[src/rtl/hilo_muldiv.sv]
// HI/LO register pair with an iterative radix-2 multiply/divide engine.
// Optional multiply-accumulate ops (MADD/MADDU/MSUB/MSUBU) are enabled by defining HILO_MACC_EN.
module hilo_muldiv #(
   parameter int unsigned WIDTH = 32
) (
   input  logic             clk,
   input  logic             reset,
   input  logic             start,
   input  logic [2:0]       op,
   input  logic [WIDTH-1:0] src_a,
   input  logic [WIDTH-1:0] src_b,
   input  logic             cancel,
   input  logic             hi_we,
   input  logic             lo_we,
   input  logic [WIDTH-1:0] hi_wdata,
   input  logic [WIDTH-1:0] lo_wdata,
   output logic             busy,
   output logic             done,
   output logic [WIDTH-1:0] hi_data,
   output logic [WIDTH-1:0] lo_data
);

   localparam int unsigned CW = $clog2(WIDTH);
   localparam int unsigned PW = 2 * WIDTH;

   typedef enum logic [1:0] {IDLE, RUN, FIN} state_t;

   state_t           state, state_nxt;
   logic [CW-1:0]    cnt;
   logic             accept, legal, busy_nxt, done_nxt;
   logic             is_div_q, neg_a_q, neg_b_q;
   logic [WIDTH-1:0] opnd, acc_hi, acc_lo;

   logic             neg_a, neg_b;
   logic [WIDTH-1:0] mag_a, mag_b;
   logic [WIDTH:0]   mul_sum, div_shift, div_diff;
   logic [PW-1:0]    prod, prod_s, mac_res;
   logic [WIDTH-1:0] quot, rem, res_hi, res_lo;

`ifdef HILO_MACC_EN
   logic             is_mac_q, is_sub_q;
   logic [PW-1:0]    base_q;
   assign legal = 1'b1;
`else
   assign legal = ~op[2];
`endif

   // Operand magnitudes; op[0]=1 selects the unsigned variant.
   always_comb begin
      neg_a = ~op[0] & src_a[WIDTH-1];
      neg_b = ~op[0] & src_b[WIDTH-1];
      mag_a = neg_a ? -src_a : src_a;
      mag_b = neg_b ? -src_b : src_b;
   end

   // Next state and registered-output values.
   always_comb begin
      state_nxt = state;
      accept    = 1'b0;
      done_nxt  = 1'b0;
      case (state)
         IDLE: begin
            if (start && !cancel && legal) begin
               accept    = 1'b1;
               state_nxt = RUN;
            end
         end
         RUN: begin
            if (cancel)                         state_nxt = IDLE;
            else if (cnt == CW'(WIDTH - 1))     state_nxt = FIN;
         end
         FIN: begin
            state_nxt = IDLE;
            done_nxt  = !cancel;
         end
         default: state_nxt = IDLE;
      endcase
      busy_nxt = (state_nxt != IDLE);
   end

   // One iteration: shift-add multiply (acc_hi:acc_lo shifts right) or restoring divide.
   always_comb begin
      mul_sum   = {1'b0, acc_hi} + (acc_lo[0] ? {1'b0, opnd} : (WIDTH + 1)'(0));
      div_shift = {acc_hi, acc_lo[WIDTH-1]};
      div_diff  = div_shift - {1'b0, opnd};
   end

   // Sign fix-up and final HI/LO result.
   always_comb begin
      prod    = {acc_hi, acc_lo};
      prod_s  = (neg_a_q ^ neg_b_q) ? -prod : prod;
      quot    = (opnd == '0) ? '1 : ((neg_a_q ^ neg_b_q) ? -acc_lo : acc_lo);
      rem     = neg_a_q ? -acc_hi : acc_hi;
      mac_res = prod_s;
`ifdef HILO_MACC_EN
      if (is_mac_q) mac_res = is_sub_q ? (base_q - prod_s) : (base_q + prod_s);
`endif
      {res_hi, res_lo} = is_div_q ? {rem, quot} : mac_res;
   end

   always_ff @(posedge clk) begin
      if (reset) begin
         state    <= IDLE;
         cnt      <= '0;
         busy     <= 1'b0;
         done     <= 1'b0;
         hi_data  <= '0;
         lo_data  <= '0;
         is_div_q <= 1'b0;
         neg_a_q  <= 1'b0;
         neg_b_q  <= 1'b0;
         opnd     <= '0;
         acc_hi   <= '0;
         acc_lo   <= '0;
`ifdef HILO_MACC_EN
         is_mac_q <= 1'b0;
         is_sub_q <= 1'b0;
         base_q   <= '0;
`endif
      end else begin
         state <= state_nxt;
         busy  <= busy_nxt;
         done  <= done_nxt;
         if (accept) begin
            cnt      <= '0;
            is_div_q <= (op[2:1] == 2'b01);
            neg_a_q  <= neg_a;
            neg_b_q  <= neg_b;
            acc_hi   <= '0;
            acc_lo   <= (op[2:1] == 2'b01) ? mag_a : mag_b;
            opnd     <= (op[2:1] == 2'b01) ? mag_b : mag_a;
`ifdef HILO_MACC_EN
            is_mac_q <= op[2];
            is_sub_q <= op[1];
            base_q   <= {hi_data, lo_data};
`endif
         end else if (state == RUN) begin
            cnt <= cnt + CW'(1);
            if (is_div_q) begin
               acc_hi <= div_diff[WIDTH] ? div_shift[WIDTH-1:0] : div_diff[WIDTH-1:0];
               acc_lo <= {acc_lo[WIDTH-2:0], ~div_diff[WIDTH]};
            end else begin
               acc_hi <= mul_sum[WIDTH:1];
               acc_lo <= {mul_sum[0], acc_lo[WIDTH-1:1]};
            end
         end
         // A direct write beats the op result for its own register.
         if (hi_we)                          hi_data <= hi_wdata;
         else if (state == FIN && !cancel)   hi_data <= res_hi;
         if (lo_we)                          lo_data <= lo_wdata;
         else if (state == FIN && !cancel)   lo_data <= res_lo;
      end
   end

endmodule

[config.mk]
export PLATFORM = sky130hd
export DESIGN_NAME = hilo_muldiv
export DESIGN_NICKNAME = d
export VERILOG_FILES = /design/src/rtl/hilo_muldiv.sv
export SDC_FILE = /design/constraint.sdc
export NUM_CORES = 1
export LEC_CHECK = 0
export BUFFER_PORTS_ARGS = -buffer_cell sky130_fd_sc_hd__buf_2
export CORE_ASPECT_RATIO = 1.2
export CORE_MARGIN = 5
export CORE_UTILIZATION = 64
export DETAILED_ROUTE_END_ITERATION = 6
export GPL_ROUTABILITY_DRIVEN = 1
export GPL_TIMING_DRIVEN = 0
export PLACE_DENSITY = 0.92
export SLEW_MARGIN = 10
export SYNTH_ARGS = -nofsm -noshare
export SYNTH_HDL_FRONTEND = slang
export SYNTH_SLANG_ARGS = --single-unit
[constraint.sdc]
create_clock -name clk -period 6.4 [get_ports clk]
set_input_delay 1.28 -clock clk [delete_from_list [all_inputs] [get_ports clk]]
set_output_delay 1.28 -clock clk [all_outputs]
set_load 0.05 [all_outputs]
==> results of run 1 <==
[cell usage after synthesis, drive strengths merged, types with 15 or more instances]
| master | count |
|---|---|
| xor2 | 90 |
| nor2 | 268 |
| buf | 15 |
| o41ai | 20 |
| a21oi | 235 |
| ha | 70 |
| a21o | 20 |
| nand3 | 20 |
| nor3 | 22 |
| inv | 65 |
| nand2 | 213 |
| o31ai | 31 |
| clkbuf | 129 |
| o22ai | 16 |
| o211ai | 83 |
| xnor2 | 88 |
| dfxtp | 172 |
| mux2i | 50 |
| or4 | 16 |
| o21ai | 100 |
| nor4 | 31 |
| a211oi | 66 |
| nand2b | 19 |
| a31oi | 23 |
[cells in the final DEF, fill, tap and decap left out, types with 10 or more instances in the layout]
| master | Yosys | routed |
|---|---|---|
| dfxtp_1 | 172 | 172 |
| clkbuf_1 | 128 | 128 |
| nand4_1 | 12 | 12 |
| mux2_2 | 12 | 12 |
| nand2_1 | 213 | 213 |
| o22ai_1 | 16 | 16 |
| o21ai_0 | 98 | 98 |
| nor2_1 | 268 | 268 |
| o31ai_1 | 30 | 30 |
| buf_2 | 4 | 205 |
| inv_1 | 65 | 65 |
| clkbuf_16 | 0 | 17 |
| nor3_1 | 21 | 21 |
| nand2b_1 | 18 | 18 |
| ha_1 | 70 | 70 |
| xor2_1 | 89 | 89 |
| clkinv_8 | 0 | 10 |
| and2_1 | 10 | 10 |
| o41ai_1 | 17 | 17 |
| xnor2_1 | 88 | 88 |
| a21o_1 | 20 | 20 |
| a211oi_1 | 66 | 66 |
| nand3_1 | 20 | 20 |
| nor4_1 | 30 | 30 |
| or4_1 | 13 | 13 |
| mux2i_1 | 50 | 50 |
| nor2b_1 | 11 | 11 |
| o21a_1 | 11 | 11 |
| o211ai_1 | 83 | 83 |
| a31oi_1 | 23 | 23 |
| a21oi_1 | 235 | 235 |
[worst min-delay path by stage]
stage | start | endpoint | slack [ps] | cells past startpoint
after floorplan | opnd[21] | opnd[21] | 430 | 2
after global placement | opnd[21] | opnd[21] | 440 | 2
after detailed placement | cnt[4] | cnt[4] | 460 | 2
after CTS | opnd[21] | opnd[21] | 470 | 2
after global routing | opnd[28] | opnd[28] | 490 | 2
final | cnt[4] | cnt[4] | 480 | 2
[worst max-delay path, stage by stage (launching register included)]
cell      delay [ps]
dfxtp_1          440
inv_1            140
ha_1             240
fa_1             410
nor2b_1          180
o31a_1           210
o31a_1           330
a2111o_1         270
a31oi_1          220
o41ai_2          450
xor2_2           560
buf_2            420
buf_2            360
o31ai_1          170
a31oi_1          190
[power groups by stage]
| stage | Sequential (mW) | Combinational (mW) | Clock [mW] |
|---|---|---|---|
| 4_1_cts | 1.18 | 1.12 | 1.08 |
| 5_1_grt | 1.18 | 1.23 | 1.12 |
| 2_1_floorplan | 1.26 | 0.714 | 0 |
| 3_3_place_gp | 1.20 | 1.09 | 0 |
| 3_5_place_dp | 1.20 | 1.11 | 0 |
| 6_report | 1.18 | 1.15 | 1.09 |
[stage by stage]
| stage | setup WS [ps] | util (%) |
|---|---|---|
| after global placement | 1968 | 70.97 |
| after detailed placement | 1923 | 70.97 |
| after floorplan | 2827 | - |
| after CTS | 1876 | 73.82 |
| after global routing | 1560 | 73.82 |
| final | 1703 | 73.82 |
[registers in the layout, indices dropped and copies added, names as in the netlist]
register,cells
neg_b_q,1
opnd,32
cnt,5
acc_hi,32
neg_a_q,1
is_div_q,1
done,1
state,2
hi_data,32
busy,1
lo_data,32
acc_lo,32
[layer usage]
layer | share of wire (%) | vias to the layer above
met3 | 8.1 | 280
met4 | 8.4 | 0
met2 | 47 | 1003
li1 | - | 7719
met5 | 0 | -
met1 | 36 | 7739
[area by class of cell]
type,count,area (um^2),area share [%]
clock inverter,15,214.0,1.291
multi-input combinational,1636,10300,62.18
inverter,67,251.5,1.518
buffer,145,576.8,3.481
sequential,172,3443,20.78
timing repair buffer,201,1006,6.071
tap,279,349.1,2.107
clock buffer,17,425.4,2.567
[cell families after synthesis]
kind of cell / after synthesis
AO/OA/AOI/OAI: 662
AND/OR/NAND/NOR: 662
buffers and inverters: 212
XOR/XNOR: 178
flip-flops: 172
adder cells (fa/ha/maj): 72
multiplexers: 62
==> reports/metrics.cfg, run 1 <==
[outcome]
status = completed

[layout]
layout.nets = 2449
n_antenna_cell = 0
stdcell_count = 2532
areaGrowthSynthToFinish_pct = 13.68
fillers = 1829
stdcell_area_mm2 = 0.01657
drive_gt1_share_pct = 12.16

[floorplanning]
die-width_um = 147.8
num_rows = 60
start_util_pct = 64.93
coreArea_mm2 = 0.02245
dieArea_mm2 = 0.02590
ios = 203
fp.dieH_um = 175.3

[yosys]
syn_nets = 2229
ys_ff_latch = 172
avgSynthCellArea_um2 = 7.215
synth_edf_count = 0
synth_top_area_share_pct = 23.62
synthCells = 2020
async_flop_share_pct = 0
synth.distinct_cells = 77
ys_seq_area_share_pct = 23.62
synth_top_family_by_area = compound AO/OA/AOI/OAI gates
synth_top_cells_by_area = dfxtp_1 24%, a21oi_1 8.1%, nor2_1 6.9%
synth_xor_area_share_pct = 10.75
syn_area_mm2 = 0.01458
synth_ff_type = dfxtp_1
synth_mux_area_share_pct = 4.361
synth_simple_gate_area_share_pct = 20.41
synth_compound_area_share_pct = 28.90
yosysWarnings = 0
synth_fa_ha_area_share_pct = 6.284
synth_area_leader_cell = dfxtp_1

[detailed_routing]
drt-pass1-iter-count = 6
drtIter0Drc = 1868
wl_per_cell_um = 21.38
drt_wl_total_mm = 54.14
ant_nets = 0
vias = 16740
drc = 0
via_per_inst = 6.612

[clocking]
root_buffer = clkbuf_16
clkTransAtPathRegs_ps = 80
cts_tree = done
cts_hold_buf = 0
cts.sinks = 172
postCtsSetupRepairBufs = 0
cts-resized-gates = 0
cts-buffers-inserted = 17
clock_path_buffers = 2
h-tree-depth = 4
clkLatencyLatePin_ps = 460

[grt]
use_met1_pct = 45.85
busiest_layer = met2
grt_usage_pct = 40.16
use_met3_pct = 6.297
gr-usage-met2_pct = 67.80
antenna_found_initial = 0
grt_max_degree = 22
grt-ovfl-total = 0
grt_pass1_vias = 16210
grt_pass1_wl_mm = 84.15

[sta]
setup_viol = 0
hold_ws_ps = 477.7
layout_min_cycle_time_ps = 4697
finClkSkew_ps = 26.49
fin_setup_tns_ps = 0
min_period_over_period_pct = 73.38
hold_viol_final = 0
slew_violations = 0
tightest_slew_ps = 942.7
maxSlewHeadroom_pct = 36.57
fmax_ghz = 0.2129
rsz0062_at_grt = false

[place]
gp_routability_congestion = 1.028
dpl.hpwl_mm = 42.75
placed_area_mm2 = 0.01593
portBuffers = 201
place_inst = 2500

[setup_path]
arrival_ps = 5060
cp-endpoint = acc_hi[25]
worstPathRequired_ps = 6760
startpoint = acc_lo[31]
path_class = reg2reg
reg2regPathDepth = 14
reg2reg_from = acc_lo[31]
cp_max_fo = 10
end_kind = flip-flop
r2r-end = acc_hi[25]
r2r_slack_ps = 1700
cp-start-kind = flip-flop

[pwr]
p_per_area_mw_per_mm2 = 206.2
finalPower_mw = 3.417
pwr-share-comb_pct = 33.6
switchingPower_mw = 1.346
switching_share_pct = 39.40
p_leak_nw = 6.550
p_int_mw = 2.071
max-vdd-ir-drop_mv = 0.2037
p_clk_share_pct = 31.8
pwr-share-seq_pct = 34.6

[hold_path]
min_path_type = reg2reg

[job]
drv_cap = 0

(Power assumes the default switching activity.)
==> inputs of run 2 (changes only) <==
- CORE_UTILIZATION: 64 -> 59
- PLACE_DENSITY: 0.92 -> 0.86
- clock period: 6.4 -> 4.5 ns (I/O delays scaled with it)
==> run 2 against run 1 <==
Compared with the run above:
- via count shrank 0.60%
- final area is 0.40% higher
- combinational power up 43%
- clock skew is 15 ps lower
- register-to-register slack got worse by 1400 ps
- first-iteration DRC count is 19% lower
- non-clock buffer count up 3
- maximum frequency rose by 11%
- core utilization decreased by 6.0 points
- sequential share of layout area decreased by 0.083 points
- sequential power is 42% higher
- critical endpoint is now acc_hi[30]
==> reports/metrics.cfg, run 2 (synthesis gave the netlist of run 1 again) <==
[grt]
grt-ovfl-total = 0
grt_pass1_wl_mm = 84.28
grt_usage_pct = 37.18
antenna_found_initial = 0
grt_max_degree = 17
grt_pass1_vias = 15920

[clocking]
root_buffer = clkbuf_16
clkLatencyLatePin_ps = 450
clock_path_buffers = 2
cts.sinks = 172
cts-buffers-inserted = 17
cts_tree = done
h-tree-depth = 4
clkTransAtPathRegs_ps = 70

[detailed_routing]
wl_per_cell_um = 21.17
drc = 0
vias = 16640
drt_wl_total_mm = 54.63
ant_nets = 0
drt-pass1-iter-count = 6
via_per_inst = 6.448
drtIter0Drc = 1508

[floorplanning]
dieArea_mm2 = 0.02796
fp.dieH_um = 182.2
ios = 203
start_util_pct = 59.45
die-width_um = 153.5
coreArea_mm2 = 0.02451
num_rows = 63

[layout]
drive_gt1_share_pct = 12.32
finish.utilization_pct = 67.86
stdcell_count = 2581
final_common_cell = nor2_1
n_antenna_cell = 0
stdcell_area_mm2 = 0.01664
areaGrowthSynthToFinish_pct = 14.14
layout_common_cells = 268 x nor2_1, 235 x a21oi_1, 213 x nand2_1
layout.nets = 2452

[sta]
rsz0062_at_grt = false
min_period_over_period_pct = 94.21
fin_setup_tns_ps = 0
hold_ws_ps = 475.6
fmax_ghz = 0.2359
setup_viol = 0
tightest_slew_ps = 1223
finClkSkew_ps = 11.95
fin_ws_ps = 260.7
layout_min_cycle_time_ps = 4239
slew_violations = 0
maxSlewHeadroom_pct = 17.74
hold_viol_final = 0

[setup_path]
cp_slowest_cell = o41ai_2
path_class = reg2reg
cp_cell_sequence = inv_1 > ha_1 > fa_1 > nor2b_1 > o31a_1 > o31a_1 > a2111o_1 > a31oi_1 > o41ai_2 > xor2_2 > buf_2 > buf_2 > a31oi_1 > a211oi_1
arrival_ps = 4600
path_buf_inv = 3
cp-start-kind = flip-flop
cpPeakStageDelay_ps = 490
worstPathRequired_ps = 4870
end_kind = flip-flop
path_delay_family = compound AO/OA/AOI/OAI gates
cp_max_fo = 10

[pwr]
p_per_area_mw_per_mm2 = 295.6
finalPower_mw = 4.917
max-vdd-ir-drop_mv = 0.2336
p_leak_nw = 6.576

[outcome]
status = completed

[place]
pre_cts_ws_ps = 31.77
placed_area_mm2 = 0.01599
dpl.hpwl_mm = 43.26
place_inst = 2546
portBuffers = 201
gp_routability_congestion = 1.023

[job]
drv_cap = 0

[hold_path]
min_path_type = reg2reg

## run 2: changes by cell type in the layout (fill, tap and decap cells not counted), sizes merged
cell / change
bufinv: +3
clkinvlp: -1
clkbuf: +2
inv: +4
buf: +3
clkinv: -8
## run 2: report_power, final
group	switching, mW	internal, mW
sequential	0.0808	1.60
clock	0.698	0.893
combinational	1.05	0.599
total	1.83	3.09
## run 2: worst min-delay path, stage by stage, from the launching register on
cell,delay (ps)
dfxtp_1,320
nand2_1,60
a21oi_1,50
## run 2: cell type report
class,instances,area [um^2]
buffer,145,578.1
clock inverter,13,178.9
multi-input combinational,1636,10320
fill,2139,7879
timing repair buffer,204,1028
sequential,172,3443
clock buffer,19,432.9
inverter,67,251.5
tap,325,406.6
## run 2: path summary, 6_finish.rpt
kind / slack, ps / from / depth (start not counted) / endpoint
setup / recovery: 260 / acc_lo[31] / 14 / acc_hi[30]
hold / removal: 480 / opnd[13] / 2 / opnd[13]
setup reg to reg: 260 / acc_lo[31] / 14 / acc_hi[30]
hold reg to reg: 480 / opnd[13] / 2 / opnd[13]
## run 2: repair_timing
action                     CTS  global route
resized for setup            0             5
setup endpoints to repair    1            16
hold buffers                 0             0
buffers inserted             3             0
pin swaps                    1             0
## run 2: metal layers
| metal | GRT usage (%) | share of wire (%) | wire length, um | vias up |
|---|---|---|---|---|
| met5 | 0 | 0 | 0 | - |
| met4 | 22.26 | 7.3 | 3990 | 0 |
| met3 | 5.977 | 7.2 | 3939 | 234 |
| met2 | 63.69 | 48 | 26080 | 922 |
| met1 | 43.64 | 38 | 20620 | 7758 |
| li1 | - | - | - | 7727 |
